===== src/rtl/pipeline_pkg.sv =====
// Shared pipeline sizing and types for the decode/execute hazard scoreboard.
package pipeline_pkg;

  localparam int unsigned NUM_REGISTERS           = 32;
  localparam int unsigned REGISTER_INDEXING_WIDTH = $clog2(NUM_REGISTERS);
  localparam int unsigned MAX_IN_FLIGHT           = 4;
  localparam int unsigned COUNT_WIDTH             = $clog2(MAX_IN_FLIGHT + 1);

  typedef logic [REGISTER_INDEXING_WIDTH-1:0] reg_index_t;
  typedef logic [COUNT_WIDTH-1:0]             sb_count_t;

endpackage


===== src/rtl/scoreboard_counter.sv =====
// Saturating up/down counter; simultaneous inc and dec cancel out.
module scoreboard_counter
  import pipeline_pkg::*;
#(
  parameter int unsigned LIMIT = MAX_IN_FLIGHT
) (
  input  logic      clk,
  input  logic      rst_n,
  input  logic      inc,
  input  logic      dec,
  input  logic      clear,
  output sb_count_t count,
  output logic      nonzero,
  output logic      underflow
);

  always_ff @(posedge clk or negedge rst_n) begin
    if (!rst_n) begin
      count <= '0;
    end else if (clear) begin
      count <= '0;
    end else if (inc && !dec && (count != sb_count_t'(LIMIT))) begin
      count <= count + sb_count_t'(1);
    end else if (dec && !inc && (count != '0)) begin
      count <= count - sb_count_t'(1);
    end
  end

  assign nonzero   = (count != '0);
  // A lone decrement of an empty counter is a retire nobody issued.
  assign underflow = dec && !inc && !clear && (count == '0);

endmodule


===== src/rtl/register_scoreboard.sv =====
// In-order RAW/capacity hazard scoreboard between decode and execute,
// counting pending writes per register and in total.
module register_scoreboard
  import pipeline_pkg::*;
(
  input  logic                               clk,
  input  logic                               rst_n,
  input  logic                               decode_done,
  input  logic                               execute_stall,
  output logic                               hazard_stall,
  input  logic [REGISTER_INDEXING_WIDTH-1:0] read_register_1_in,
  input  logic                               read_register_1_valid_in,
  input  logic [REGISTER_INDEXING_WIDTH-1:0] read_register_2_in,
  input  logic                               read_register_2_valid_in,
  input  logic [REGISTER_INDEXING_WIDTH-1:0] write_register_in,
  input  logic                               write_register_valid_in,
  input  logic                               retire_valid,
  input  logic [REGISTER_INDEXING_WIDTH-1:0] retire_register,
  input  logic                               retire_register_valid,
  input  logic                               flush,
  output logic [NUM_REGISTERS-1:0]           busy_mask,
  output logic [COUNT_WIDTH-1:0]             in_flight_count,
  output logic                               scoreboard_empty,
  output logic                               underflow_error
);

  logic                     tracked_w;
  logic                     tracked_r;
  logic                     raw_hit;
  logic                     issue;
  logic                     inc_w;
  logic                     total_dec;
  logic                     total_nz;
  logic                     total_under;
  logic                     err;
  logic [NUM_REGISTERS-1:0] under_vec;
  sb_count_t                pend [NUM_REGISTERS];
  sb_count_t                total;

  assign tracked_w = write_register_valid_in && (write_register_in != '0);
  assign tracked_r = retire_valid && retire_register_valid && (retire_register != '0);

  assign raw_hit = (read_register_1_valid_in && (read_register_1_in != '0) &&
                    (pend[read_register_1_in] != '0)) ||
                   (read_register_2_valid_in && (read_register_2_in != '0) &&
                    (pend[read_register_2_in] != '0));

  assign hazard_stall = !rst_n ||
                        (decode_done && (raw_hit ||
                         (tracked_w && (total == sb_count_t'(MAX_IN_FLIGHT)))));

  assign issue = decode_done && !execute_stall && !hazard_stall && !flush;
  assign inc_w = issue && tracked_w;

  // Total only drops for a retire that actually cancels a pending write.
  assign total_dec = tracked_r &&
                     (busy_mask[retire_register] ||
                      (inc_w && (write_register_in == retire_register)));

  assign pend[0]      = '0;
  assign busy_mask[0] = 1'b0;
  assign under_vec[0] = 1'b0;

  for (genvar r = 1; r < NUM_REGISTERS; r++) begin : g_reg
    scoreboard_counter #(.LIMIT(MAX_IN_FLIGHT)) u_pend (
      .clk       (clk),
      .rst_n     (rst_n),
      .inc       (inc_w && (write_register_in == reg_index_t'(r))),
      .dec       (tracked_r && (retire_register == reg_index_t'(r))),
      .clear     (flush),
      .count     (pend[r]),
      .nonzero   (busy_mask[r]),
      .underflow (under_vec[r])
    );
  end

  scoreboard_counter #(.LIMIT(MAX_IN_FLIGHT)) u_total (
    .clk       (clk),
    .rst_n     (rst_n),
    .inc       (inc_w),
    .dec       (total_dec),
    .clear     (flush),
    .count     (total),
    .nonzero   (total_nz),
    .underflow (total_under)
  );

  // Sticky underflow flag, cleared only by reset.
  always_ff @(posedge clk or negedge rst_n) begin
    if (!rst_n) begin
      err <= 1'b0;
    end else if ((|under_vec) || total_under) begin
      err <= 1'b1;
    end
  end

  assign in_flight_count  = total;
  assign scoreboard_empty = !total_nz;
  assign underflow_error  = err;

endmodule

===== config.mk =====
export PLATFORM = sky130hd
export DESIGN_NAME = register_scoreboard
export DESIGN_NICKNAME = d
export VERILOG_FILES = /design/src/rtl/pipeline_pkg.sv /design/src/rtl/scoreboard_counter.sv /design/src/rtl/register_scoreboard.sv
export SDC_FILE = /design/constraint.sdc
export NUM_CORES = 1
export LEC_CHECK = 0
export BUFFER_PORTS_ARGS = -buffer_cell sky130_fd_sc_hd__buf_2
export CAP_MARGIN = 20
export CORE_MARGIN = 1
export CORE_UTILIZATION = 41
export DETAILED_ROUTE_END_ITERATION = 7
export MAX_ROUTING_LAYER = met4
export PLACE_DENSITY = 0.64
export SYNTH_ARGS = -nofsm -noshare
export SYNTH_HDL_FRONTEND = slang
export SYNTH_SLANG_ARGS = --single-unit

===== constraint.sdc =====
create_clock -name clk -period 4.9 [get_ports clk]
set_input_delay 0.98 -clock clk [delete_from_list [all_inputs] [get_ports clk]]
set_output_delay 0.98 -clock clk [all_outputs]
set_load 0.05 [all_outputs]

==> results of run 1 <==
## worst max-delay path, stage by stage
cell      delay [ns]
buf_2           0.18
clkinv_1        0.27
mux4_2          0.53
nor2_1          0.15
o311ai_2        0.14
nor2_4          0.42
buf_4           0.26
nor3_1          0.09
buf_4           0.16
o21ai_0         0.09
buf_2           0.30
## power groups by stage
stage	combinational, W	clock (W)	sequential (W)
6_report	0.000521	0.000781	0.000863
3_5_place_dp	0.000510	0	0.000877
3_3_place_gp	0.000506	0	0.000878
5_1_grt	0.000556	0.000822	0.000867
2_1_floorplan	0.000316	0	0.000900
4_1_cts	0.000512	0.000798	0.000862
## layer usage
layer | vias up | track usage [%] | part of all wire (%)
met5 | - | - | 0
met4 | 0 | 12.0 | 4.3
met3 | 88 | 6.43 | 9.5
met2 | 533 | 40.1 | 42
met1 | 5055 | 39.1 | 44
li1 | 4812 | - | -
## cell families (layout without fill, tap and decap cells)
group / after synthesis / after routing
flops: 97 / 97
xor+xnor: 52 / 52
other cells: 1 / 1
fa+ha+maj: 32 / 32
compound gates: 311 / 311
mux: 24 / 24
simple gates: 571 / 571
buf+inv: 211 / 240
## registers in the layout (all words and copies together), names as in the netlist
signal,cells
g.u_pend.count,93
u_total.count,3
underflow_error,1
## layout make-up
| class | count | share of cell area [%] |
|---|---|---|
| clock buffer | 10 | 2.07 |
| clock inverter | 5 | 0.734 |
| inverter | 102 | 3.45 |
| multi-input combinational | 991 | 61.2 |
| sequential | 97 | 21.9 |
| tap | 324 | 3.66 |
| timing repair buffer | 123 | 7.00 |
## final timing paths
kind | from | endpoint | slack (ns) | cells past startpoint
setup / recovery | read_register_2_in[1] | hazard_stall | 0.35 | 11
hold / removal | g_reg[11].u_pend.count[1]$_DFFE_PN0P_ | g_reg[11].u_pend.count[1]$_DFFE_PN0P_ | 0.51 | 2
setup reg to reg | g_reg[24].u_pend.count[2]$_DFFE_PN0P_ | g_reg[16].u_pend.count[1]$_DFFE_PN0P_ | 0.64 | 13
hold reg to reg | g_reg[11].u_pend.count[1]$_DFFE_PN0P_ | g_reg[11].u_pend.count[1]$_DFFE_PN0P_ | 0.51 | 2
max in group asynchronous | rst_n | g_reg[1].u_pend.count[0]$_DFFE_PN0P_ | 2.95 | 3
min in group asynchronous | rst_n | underflow_error$_DFFE_PN0P_ | 0.55 | 1
## per-stage QoR
step / setup WS, ns / util [%]
5_1_grt: 0.200 / 45.6
4_1_cts: 0.364 / 45.5
6_report: 0.349 / 45.6
3_3_place_gp: 0.187 / 44.3
3_5_place_dp: 0.161 / 44.3
2_1_floorplan: 0.281 / -
## cell usage in the layout (no fill, tap or decap), types with 22 or more instances in the layout
master    synthesis  final
a211oi_1         69     69
and3_1           22     22
or4_1            24     24
nor4_1           28     28
a21oi_1          52     52
o21ai_0          49     49
buf_2            17     64
nor2_1          142    141
xnor2_1          42     42
inv_1           100    100
nand2_1          73     73
buf_4            33     58
fa_1             32     32
nor3_1           85     85
dfrtp_1          97     97
nand3_1          64     64
or3_1            23     23
==> metrics.csv, run 1 <==
metric,value,unit
cts_buffers,9,
worstPathRequired,3.92,ns
pwr-share-clk,36.1,%
hold_buffers,0,
fin_crit_sh,92.9,%
synthAdderAreaFrac,6.31,%
yosys_warnings,0,
rows,57,
synth_xor_area_share,4.48,%
synth_top_family_by_area,simple AND/OR/NAND/NOR gates,
grt.overflow.total,0,
num_vias,10488,
timing.max_slew.rel_slack,41.4,%
post-route-min-period,4.55,ns
switchingPower,0.000736,W
die_y,159,um
grt_pass1_wl,54900,um
yosysSeqAreaShare,23.9,%
synth_nets,1361,
num_io_pins,68,
tightest_slew,0.872,ns
synthTopCellsByCount,"142 x nor2_1, 100 x inv_1, 97 x dfrtp_1",
slew_viol_final,0,
h-tree-depth,3,
synth.most_common_cell,nor2_1,
synth_top_cell_by_area,dfrtp_1,
n_antenna_cell,0,
synth_top_area_share,23.9,%
intPower,0.00143,W
ant_nets,0,
cts_setup_buffers,0,
cts_tree,done,
dieArea,0.0254,mm2
wl_per_cell,21.2,um
routed_wirelength,35000,um
avgViaCountPerCell,6.35,
clock_sinks,97,
final_area,0.0111,mm2
grt_antenna_before_repair,0,
synthToLayoutAreaGrowth,9.10,%
synth_compound_area_share,21.8,%
regArea,0.00243,mm2
initial_core_util,41.8,%
grt_pass1_vias,9509,
fillers,2406,
placedInstanceArea,0.0108,mm2
max_freq,220,MHz
synthTopCellsByArea,"dfrtp_1 24%, fa_1 6.3%, nor2_1 5.2%",
muxShareOfSynthArea,3.98,%
grt_max_degree,49,
drc,0,
fin_total_pwr,0.00216,W
synth-simple-area-share,30.0,%
clock_latency,0.36,ns
status,"complete, no violations",
final_nets,1386,
path_clk_slew,0.07,ns
die_x,159,um
rsz0062_at_grt,false,
switching_share,34.0,%
gp_congestion,1.00,
cp-end-kind,output pin,
combPwrFrac,24.1,%
setup-tns-final,0,ns
synth_edf_count,0,
cts_root_buffer,clkbuf_16,
multi_input_area,0.00678,mm2
clockBufferDepth,2,
postSynthCellCount,1299,
core,0.0243,mm2
cts_resized,0,
synthFlopType,dfrtp_1,
clock_skew,0.0115,ns
ys_types,85,
min_path_type,flop to flop,
p_leak,4.42,nW
start_kind,input pin,
dp_hpwl,27100,um
setup_viol,0,
crit_fanout,20,
ys_seq_elements,97,
crit_type,input pin to output pin,
portBuffers,66,
hold_violations,0,
p_per_area,195,mW/mm2
drive_above_1_share,14.0,%
whs,0.509,ns
ir_drop,0.261,mV
drtPass1Iterations,8,
syn_area,0.0102,mm2
final_cells,1652,
drtIter0Drc,1235,
cp_data_arrival_time,3.57,ns
maxCapViolations,0,
pwr-share-seq,39.9,%
syn_avg_cell_area,7.82,um2
track_usage,28.5,%
dp_cells,1637,
async_flop_share,100,%
(Power assumes the default switching activity.)
==> run 2, diff against run 1 <==
CAP_MARGIN = default   (was 20)
CORE_UTILIZATION = 35   (was 41)
PLACE_DENSITY = 0.57   (was 0.64)
==> metrics.csv, run 2 (synthesized netlist as in run 1, its figures left out) <==
metric,value,unit,change
status,"complete, no violations",,
crit_type,input pin to output pin,,
grt_pass1_wl,55500,um,+1.1%
setup_viol,0,,unchanged
cts_setup_buffers,0,,unchanged
maxCapViolations,0,,unchanged
cp-end-kind,output pin,,
fin_crit_sh,94.9,%,+2.0 points
die_x,172,um,+8.1%
grt_max_degree,54,,+10%
post-route-min-period,4.65,ns,+0.100 ns
max_freq,215,MHz,-2.2%
routed_wirelength,36000,um,+2.7%
drtIter0Drc,964,,-22%
rsz0062_at_grt,false,,
grt_antenna_before_repair,6,,+6
dp_hpwl,27900,um,+2.8%
avgViaCountPerCell,6.01,,-5.3%
die_y,172,um,+8.1%
clock_skew,0.0105,ns,-0.000958 ns
drc,0,,unchanged
hold_violations,0,,unchanged
tightest_slew,0.881,ns,+0.00960 ns
num_vias,10382,,-1.0%
start_kind,input pin,,
p_leak,4.45,nW,+0.47%
largest_reg_flops,93,,unchanged
grt.overflow.total,0,,unchanged
p_per_area,190,mW/mm2,-2.6%
use_met1,34.7,%,-4.4 points
crit_fanout,17,,-15%
path_clk_slew,0.07,ns,about the same
cts_root_buffer,clkbuf_16,,
grt_use_met2,37.6,%,-2.5 points
worstPathRequired,3.92,ns,about the same
track_usage,25.5,%,-3.0 points
r2r_end,g_reg[19].u_pend.count[1]$_DFFE_PN0P_,,
regMostFlops,g.u_pend.count,,
gp_congestion,1.04,,+3.8%
wl_per_cell,20.8,um,-1.8%
clock_latency,0.36,ns,about the same
rows,62,,+8.8%
grt_busiest_layer,met2,,
mostFrequentLayoutCells,"141 x nor2_1, 100 x inv_1, 97 x dfrtp_1",,
h-tree-depth,3,,unchanged
final_common_cell,nor2_1,,
num_io_pins,68,,unchanged
hold_buffers,0,,unchanged
r2r-start,g_reg[25].u_pend.count[2]$_DFFE_PN0P_,,
cts_buffers,9,,unchanged
dieArea,0.0297,mm2,+17%
whs,0.507,ns,-0.00183 ns
portBuffers,66,,unchanged
timing.max_slew.rel_slack,40.8,%,-0.64 points
ir_drop,0.170,mV,-35%
cp_data_arrival_time,3.67,ns,+0.10 ns
ant_nets,0,,unchanged
clock_sinks,97,,unchanged
grt_pass1_vias,9531,,+0.23%
worstSetupStartpoint,read_register_2_in[0],,
holdCritStartpoint,g_reg[11].u_pend.count[1]$_DFFE_PN0P_,,
setup-tns-final,0,ns,unchanged
drtPass1Iterations,6,,-2
cts_tree,done,,
drive_above_1_share,14.4,%,+0.35 points
r2r_slack,0.67,ns,+0.03 ns
min_path_type,flop to flop,,
synthToLayoutAreaGrowth,10.4,%,
final_nets,1394,,+0.58%
cts_resized,0,,unchanged
slew_viol_final,0,,unchanged
gr-usage-met3,4.62,%,-1.8 points
crit_end,hazard_stall,,
core,0.0286,mm2,+18%
initial_core_util,35.5,%,-6.3 points
r2r_cells,11,,-2
clockBufferDepth,2,,unchanged
==> run 2: cell count changes in the layout (fill, tap and decap cells not counted), sizes merged <==
cell      change
clkinvlp      +1
clkinv        -1
clkbuf        +2
buf           +8
diode         +6
bufinv        -1
==> run 2: worst min-delay path by stage <==
stage	end	slack, ns	cells past startpoint
CTS	g_reg[11].u_pend.count[1]$_DFFE_PN0P_	0.51	2
global route	g_reg[11].u_pend.count[1]$_DFFE_PN0P_	0.55	2
detailed placement	g_reg[11].u_pend.count[1]$_DFFE_PN0P_	0.49	2
global placement	g_reg[11].u_pend.count[1]$_DFFE_PN0P_	0.49	2
floorplan	g_reg[11].u_pend.count[1]$_DFFE_PN0P_	0.47	2
finish	g_reg[11].u_pend.count[1]$_DFFE_PN0P_	0.51	2
==> run 2: critical path, cell delays in order <==
cell and delay, ns:
buf_2 0.23, buf_4 0.21, inv_1 0.09, a2111o_1 0.38
a32oi_1 0.23, a311oi_2 0.11, nor2_4 0.42, buf_4 0.31
nor3_1 0.11, buf_4 0.16, o21ai_0 0.12, buf_2 0.32
==> run 2: report_power, final <==
part	total (W)	switching [W]	internal, W
logic	0.000522	0.000364	0.000158
registers	0.000863	0.0000363	0.000826
clock network	0.000749	0.000350	0.000399
==> run 2: routing by layer <==
layer | up-vias | share of wire, %
met5 | - | 0
met4 | 0 | 3.1
met3 | 68 | 8.6
met2 | 430 | 44
met1 | 5050 | 44
li1 | 4834 | -
==> run 2: area by class of cell <==
| class | count | area (um2) |
|---|---|---|
| Antenna cell | 6 | 15.0 |
| Clock buffer | 12 | 236 |
| Clock inverter | 4 | 53.8 |
| Fill cell | 2953 | 17400 |
| Inverter | 102 | 383 |
| Multi-Input combinational cell | 991 | 6780 |
| Sequential cell | 97 | 2430 |
| Tap cell | 384 | 480 |
| Timing Repair Buffer | 131 | 848 |
==> run 2: per-stage QoR <==
step / utilization, % / total power, W / instance area [um2] / setup slack (ns) / cells
global placement: 38.1 / 0.00139 / 10900 / 0.318 / 1705
detailed placement: 38.1 / 0.00139 / 10900 / 0.262 / 1705
CTS: 39.1 / 0.00215 / 11200 / 0.330 / 1721
global route: 39.2 / 0.00222 / 11200 / 0.113 / 1727
finish: 39.2 / 0.00213 / 11200 / 0.249 / 1727
floorplan: - / 0.00122 / 10200 / 0.281 / 1299
==> run 3, diff against run 2 <==
clock period = 5.3 ns   (was 4.9 ns; I/O delays follow)
==> metrics.csv, run 3 (synthesized netlist as in run 1, its figures left out) <==
metric,value,unit,change
dieArea,0.0297,mm2,unchanged
whs_path_depth,2,,unchanged
setup-tns-final,0,ns,unchanged
h-tree-depth,3,,unchanged
violations,design-rule violations,,
grt_antenna_before_repair,0,,-6
max_freq,201,MHz,
die_y,172,um,unchanged
drc,1,,+1
track_usage,25.1,%,-0.39 points
status,"finished, violations left",,
n_antenna_cell,0,,-6
hold_buffers,0,,unchanged
ir_drop,0.196,mV,+15%
p_per_area,173,mW/mm2,-8.9%
initial_core_util,35.5,%,unchanged
portBuffers,66,,unchanged
multi_input_area,0.00678,mm2,unchanged
core,0.0286,mm2,unchanged
slew_viol_final,0,,unchanged
clock_sinks,97,,unchanged
final_nets,1378,,-1.1%
clockBufferDepth,2,,unchanged
path_clk_slew,0.06,ns,about the same
wl_per_cell,20.6,um,-0.92%
drtIter0Drc,984,,+2.1%
final_common_cell,nor2_1,,
num_io_pins,68,,unchanged
synthToLayoutAreaGrowth,8.63,%,
drtPass1Iterations,8,,+2
regArea,0.00243,mm2,unchanged
rows,62,,unchanged
p_leak,4.34,nW,-2.3%
routed_wirelength,35200,um,-2.2%
cp_data_arrival_time,3.91,ns,+0.24 ns
clock_latency,0.37,ns,about the same
cts_resized,0,,unchanged
maxCapViolations,0,,unchanged
clock_skew,0.0128,ns,+0.00224 ns
dp_cells,1689,,-0.94%
r2r_cells,12,,+1
crit_type,input pin to output pin,,
crit_fanout,14,,-3
ant_nets,0,,unchanged
final_util,38.6,%,-0.64 points
start_kind,input pin,,
fin_crit_sh,93.7,%,
drive_above_1_share,13.3,%,-1.0 points
grt_max_degree,50,,-7.4%
tightest_slew,0.828,ns,-0.0532 ns
rsz0062_at_grt,false,,
grt_pass1_vias,9492,,-0.41%
fin_total_pwr,0.00191,W,-10%
largest_reg_flops,93,,unchanged
cts_tree,done,,
cts_setup_buffers,0,,unchanged
post-route-min-period,4.97,ns,
r2r_slack,0.93,ns,+0.26 ns
setup_viol,0,,unchanged
grt_pass1_wl,54900,um,-1.0%
gp_congestion,1.03,,-1.0%
die_x,172,um,unchanged
fillers,2968,,+0.51%
r2r_end,g_reg[19].u_pend.count[1]$_DFFE_PN0P_,,
mostFrequentLayoutCells,"141 x nor2_1, 100 x inv_1, 97 x dfrtp_1",,
cts_buffers,9,,unchanged
grt.overflow.total,0,,unchanged
min_path_type,flop to flop,,
avgViaCountPerCell,6.05,,+0.68%
num_vias,10319,,-0.61%
cts_root_buffer,clkbuf_16,,
holdCritStartpoint,g_reg[11].u_pend.count[1]$_DFFE_PN0P_,,
cp-end-kind,output pin,,
timing.max_slew.rel_slack,44.7,%,+3.9 points
worstPathRequired,4.24,ns,+0.32 ns
final_cells,1705,,-1.3%
dp_hpwl,27300,um,-2.1%
min_to,g_reg[11].u_pend.count[1]$_DFFE_PN0P_,,
r2r-start,g_reg[25].u_pend.count[2]$_DFFE_PN0P_,,
regMostFlops,g.u_pend.count,,
hold_violations,0,,unchanged
-- run 3: cell count changes in the layout (fill, tap and decap cells not counted), sizes merged --
cell,previous run,this run
buf,131,115
clkinv,3,2
diode,6,0
clkinvlp,2,4
bufinv,1,0
-- run 3: how the worst max path moves through the flow --
stage               slack, ns                  start                               endpoint
floorplan                0.60  read_register_2_in[1]  g_reg[16].u_pend.count[1]$_DFFE_PN0P_
global placement         0.29  read_register_2_in[0]  g_reg[19].u_pend.count[1]$_DFFE_PN0P_
global route             0.17  read_register_1_in[0]                           hazard_stall
finish                   0.33  read_register_2_in[0]                           hazard_stall
CTS                      0.45  read_register_1_in[2]                           hazard_stall
detailed placement       0.27  read_register_2_in[0]  g_reg[19].u_pend.count[1]$_DFFE_PN0P_
-- run 3: critical path, cell delays in order --
cell and delay [ns]:
buf_2 0.30, nor4b_1 0.66, a2111o_1 0.22, a32oi_1 0.07
a311oi_2 0.35, nor2_4 0.16, nor3_1 0.41, o21ai_0 0.35
buf_2 0.32
-- run 3: metrics by stage --
stage / setup WS (ns) / hold WS [ns] / area (um2)
final: 0.334 / 0.508 / 11000
after global placement: 0.295 / 0.491 / 10800
after detailed placement: 0.273 / 0.501 / 10800
after floorplan: 0.601 / 0.472 / 10200
after CTS: 0.449 / 0.514 / 11000
after global routing: 0.173 / 0.558 / 11000
-- run 3: layout make-up --
type	instances	area share [%]
multi-input combinational	991	61.4
clock inverter	4	0.272
sequential	97	22.0
tap	384	4.35
timing repair buffer	115	6.37
inverter	102	3.47
clock buffer	12	2.14
-- run 3: routing by layer --
layer	GRT usage (%)	wire length, um	vias up
li1	-	-	4794
met1	34.5	15900	5035
met2	36.8	15500	441
met3	5.33	3060	49
met4	7.04	756	0
met5	-	0	-
-- run 3: power breakdown --
| part | leakage [nW] | internal [W] | switching (W) |
|---|---|---|---|
| registers | 1.34 | 0.000764 | 0.0000329 |
| clock network | 0.115 | 0.000320 | 0.000319 |
| logic | 2.89 | 0.000139 | 0.000336 |
